## config.mk

```make
export PLATFORM = sky130hd
export DESIGN_NAME = sort7_ctrl
export DESIGN_NICKNAME = d
export VERILOG_FILES = /design/src/rtl/sort7_ctrl.sv
export SDC_FILE = /design/constraint.sdc
export NUM_CORES = 1
export LEC_CHECK = 0
export CORE_MARGIN = 3
export CORE_UTILIZATION = 24
export DETAILED_ROUTE_END_ITERATION = 8
export PLACE_DENSITY = 0.48
export SLEW_MARGIN = 20
export SYNTH_ARGS = -nofsm -noshare
export SYNTH_HDL_FRONTEND = slang
export SYNTH_SLANG_ARGS = --single-unit
```

## constraint.sdc

```tcl
create_clock -name clk -period 9.6 [get_ports clk]
set_clock_uncertainty 0.15 [all_clocks]
set_input_delay 2.88 -clock clk [delete_from_list [all_inputs] [get_ports clk]]
set_output_delay 2.88 -clock clk [all_outputs]
set_load 0.02 [all_outputs]
```

## src/rtl/sort7_ctrl.sv

```systemverilog
// Sequencing controller for a 7-input combinational sorter: loads seven bytes, captures the
// sorted result and drains it as a byte stream. Define SORT7_ASC_EN for ascending drain order.
module sort7_ctrl #(
  parameter int unsigned W = 8
) (
  input  logic         clk,
  input  logic         rst_n,
  input  logic [W-1:0] in_data,
  input  logic         in_valid,
  output logic         in_ready,
  input  logic         abort,
  output logic [W-1:0] A,
  output logic [W-1:0] B,
  output logic [W-1:0] C,
  output logic [W-1:0] D,
  output logic [W-1:0] E,
  output logic [W-1:0] F,
  output logic [W-1:0] G,
  input  logic [W-1:0] Y6,
  input  logic [W-1:0] Y5,
  input  logic [W-1:0] Y4,
  input  logic [W-1:0] Y3,
  input  logic [W-1:0] Y2,
  input  logic [W-1:0] Y1,
  input  logic [W-1:0] Y0,
  output logic [W-1:0] out_data,
  output logic         out_valid,
  input  logic         out_ready,
  output logic         out_last,
  output logic         busy,
  output logic [15:0]  frame_cnt
);

  typedef enum logic [1:0] {StLoad, StSort, StDrain} state_t;

  state_t       state;
  logic [2:0]   load_idx;
  logic [2:0]   out_idx;
  logic [W-1:0] ops [7];
  logic [W-1:0] res [7];
  logic [W-1:0] ys  [7];

  assign A = ops[0];
  assign B = ops[1];
  assign C = ops[2];
  assign D = ops[3];
  assign E = ops[4];
  assign F = ops[5];
  assign G = ops[6];

  assign ys[0] = Y0;
  assign ys[1] = Y1;
  assign ys[2] = Y2;
  assign ys[3] = Y3;
  assign ys[4] = Y4;
  assign ys[5] = Y5;
  assign ys[6] = Y6;

  // Maps drain position to result slot; res[k] holds Yk.
  function automatic logic [2:0] slot(input logic [2:0] idx);
`ifdef SORT7_ASC_EN
    return idx;
`else
    return 3'd6 - idx;
`endif
  endfunction

  always_ff @(posedge clk) begin
    if (!rst_n) begin
      state     <= StLoad;
      load_idx  <= '0;
      out_idx   <= '0;
      out_data  <= '0;
      out_valid <= 1'b0;
      out_last  <= 1'b0;
      busy      <= 1'b0;
      in_ready  <= 1'b0;
      frame_cnt <= '0;
      for (int i = 0; i < 7; i++) begin
        ops[i] <= '0;
        res[i] <= '0;
      end
    end else if (abort) begin
      state     <= StLoad;
      load_idx  <= '0;
      out_idx   <= '0;
      out_valid <= 1'b0;
      out_last  <= 1'b0;
      busy      <= 1'b0;
      in_ready  <= 1'b1;
    end else begin
      unique case (state)
        StLoad: begin
          in_ready <= 1'b1;
          if (in_valid && in_ready) begin
            ops[load_idx] <= in_data;
            if (load_idx == 3'd6) begin
              load_idx <= '0;
              state    <= StSort;
              in_ready <= 1'b0;
              busy     <= 1'b1;
            end else begin
              load_idx <= load_idx + 3'd1;
            end
          end
        end
        StSort: begin
          for (int i = 0; i < 7; i++) res[i] <= ys[i];
          out_data  <= ys[slot(3'd0)];
          out_valid <= 1'b1;
          out_last  <= 1'b0;
          out_idx   <= '0;
          state     <= StDrain;
        end
        StDrain: begin
          if (out_valid && out_ready) begin
            if (out_idx == 3'd6) begin
              state     <= StLoad;
              out_idx   <= '0;
              out_valid <= 1'b0;
              out_last  <= 1'b0;
              busy      <= 1'b0;
              in_ready  <= 1'b1;
              frame_cnt <= frame_cnt + 16'd1;
            end else begin
              out_idx  <= out_idx + 3'd1;
              out_data <= res[slot(out_idx + 3'd1)];
              out_last <= (out_idx == 3'd5);
            end
          end
        end
        default: state <= StLoad;
      endcase
    end
  end

endmodule

```

==> results.toml <==
[hold_path]
hold_path.class = "flop to flop"

[sta]
fin_hold_ws_ps = 315
fin_ws_ps = 4110
max_freq_ghz = 0.182
slew_violations = 0
fin_crit_sh_pct = 57.2
rsz0062_at_grt = "no"
setup_tns_ps = 0
fin_crit_ps = 5490
maxSlewHeadroom_pct = 40.4
tightest_slew_ps = 892
setup_viol = 0
hold_viol = 0

[detailed_routing]
firstDrtPassIters = 4
wl_per_cell_um = 16.1
wl_met3_um = 1360
antenna_left = 0
initialDrtViolationCount = 202
route.met2.wl_um = 7730
wirelength_um = 16500
top_layer_used = "met4"
route.detailed.drc = 0
drt-met1-wl_um = 7250
vias_per_cell = 4.42
vias = 4527

[place]
gp_congestion = 0.772
dp_hpwl_um = 12100
io_buffers = 152
dp_slack_ps = 3630

[floorplan]
die_w_um = 170
dieArea_um2 = 29000
design.core.area_um2 = 26300
fp.dieH_um = 170
rows = 59
start_util_pct = 24.6
io-pin-count = 153

[cts]
postCtsSetupRepairBufs = 0
cts.sinks = 148
cts_made_buffers = 17
postCtsHoldBufs = 0
clockBufferDepth = 2
clock_latency_ps = 430
clk_pin_slew_ps = 70
clockRootBuffer = "clkbuf_16"
cts-htree-levels = 4
cts_tree = "built"
cts_resized = 0

[global_routing]
grt_pass1_wl_um = 25500
grt_remaining_overflow = 0
grt_pass1_vias = 4615
grt_max_degree = 57
antenna_found_initial = 0
track_usage_pct = 11.4

[logic_synthesis]
synth_flop_cell = "edfxtp_1"
synth_area_um2 = 6470
netlist_top_cells_area = "edfxtp_1 48%, dfxtp_1 14%, and2_1 7.2%"
syn_nets = 609
synthArstFlopShare_pct = 0
synth_cells = 531
synth_top_area_share_pct = 48.2
synth-seq-cells = 148
ys_warn_count = 0
seq_area_frac_synth_pct = 61.8
syn_avg_cell_area_um2 = 12.2
synth_cell_types = 42
synth_edf_count = 104
yosys.area.top_type = "edfxtp_1"

[power_and_ir_drop]
power.density_nw_per_um2 = 170
leakagePower_uw = 0.00329
finalPower_uw = 1530
vdd_drop_max_mv = 0.0732

[flow_run]
drv_cap = 0

[worst_setup_path]
path_class = "input pin to flop"
critPathCaptureType = "flop"
cp.required_ps = 9550
path_max_fanout = 36
arrival_ps = 5430
cp-start-kind = "input pin"

[finish]
layout-drive-gt1-share_pct = 7.68
final_util_pct = 34.2
areaGrowthSynthToFinish_pct = 38.9
layout.nets = 755
diodes = 0
nFillCells = 2629

[outcome]
status = "complete, no violations"
layer usage:
metal,global-route usage [%],vias to the layer above
met5,0,-
met4,3.67,0
met3,4.00,15
met2,19.0,155
met1,13.8,2146
li1,-,2211
final timing paths:
path	startpoint	end	slack (ps)	cells past startpoint
setup / recovery	rst_n	ops[0][5]$_SDFFCE_PN0P_	4110	5
hold / removal	out_last$_SDFFE_PP0P_	out_last$_SDFFE_PP0P_	320	2
setup reg to reg	state[0]$_SDFFE_PP0P_	frame_cnt[15]$_SDFFE_PN0P_	6770	6
hold reg to reg	out_last$_SDFFE_PP0P_	out_last$_SDFFE_PP0P_	320	2
kinds of logic after synthesis:
logic type,after synthesis,synth area share (%)
AO/OA/AOI/OAI,51,4.95
XOR/XNOR,9,1.22
adder cells (fa/ha/maj),9,1.74
buffers and inverters,48,2.84
flip-flops,148,61.8
multiplexers,49,9.12
AND/OR/NAND/NOR,217,18.3
where the power goes:
part / total [uW] / switching [uW] / internal, uW / leakage, uW
Clock: 742 / 295 / 448 / 0.000318
Combinational: 82.4 / 39.4 / 42.9 / 0.00154
Sequential: 704 / 6.34 / 698 / 0.00143
Total: 1530 / 340 / 1190 / 0.00329
final cells by class:
| type | count | area (um2) | area share, % |
|---|---|---|---|
| flip-flops and latches | 148 | 4000 | 44.5 |
| multi-input cells | 335 | 2300 | 25.6 |
| repair buffers | 157 | 1550 | 17.3 |
| clock buffers | 17 | 425 | 4.73 |
| well taps | 335 | 419 | 4.66 |
| clock inverters | 15 | 225 | 2.50 |
| inverters | 18 | 67.6 | 0.751 |
Yosys cell counts, types with 4 or more instances:
library cell / n
clkbuf_1: 24
nand2b_1: 5
ha_1: 9
dfxtp_1: 44
nor2_1: 47
o221ai_1: 8
xnor2_1: 7
o31ai_1: 5
o21ai_0: 10
and2_1: 74
or4_1: 6
and3_1: 5
nor4_1: 4
inv_1: 17
a21oi_1: 20
nand2_1: 36
mux4_2: 8
edfxtp_1: 104
nand4_1: 18
mux2i_1: 41
nand3_1: 6
flip-flops by register name (all words and copies together), names as in the netlist:
name / count
frame_cnt: 16
res: 56
out_valid: 1
in_ready: 1
ops: 56
out_idx: 3
load_idx: 3
out_data: 8
state: 2
out_last: 1
busy: 1
per-stage QoR:
stage          area (um2)  instances
2_1_floorplan        6470        531
3_3_place_gp         8340        993
3_5_place_dp         8340        993
4_1_cts              8990       1025
5_1_grt              8990       1025
6_report             8990       1025
critical path, cell delays in order:
cell and delay (ps):
buf_2 560, nand2b_1 550, nor2_1 630, nand3b_1 400
nand2_1 400
cell usage in the layout, fill, tap and decap left out, types with 2 or more instances in the layout:
| master | count |
|---|---|
| clkdlybuf4s50_1 | 151 |
| edfxtp_1 | 104 |
| and2_1 | 74 |
| nor2_1 | 46 |
| dfxtp_1 | 44 |
| mux2i_1 | 41 |
| nand2_1 | 36 |
| a21oi_1 | 20 |
| nand4_1 | 18 |
| inv_1 | 17 |
| clkbuf_16 | 17 |
| ha_1 | 9 |
| mux4_2 | 8 |
| o221ai_1 | 8 |
| o21ai_0 | 8 |
| xnor2_1 | 7 |
| nand3_1 | 6 |
| or4_1 | 6 |
| inv_6 | 6 |
| nand2b_1 | 5 |
| and3_1 | 5 |
| o31ai_1 | 5 |
| buf_4 | 5 |
| nor4_1 | 4 |
| inv_8 | 4 |
| bufinv_16 | 4 |
| nand3b_1 | 3 |
| xor2_1 | 2 |
| nor2b_1 | 2 |
| o21a_1 | 2 |
| or3_1 | 2 |
| a31oi_1 | 2 |
| a311oi_1 | 2 |
(Power assumes the default switching activity.)
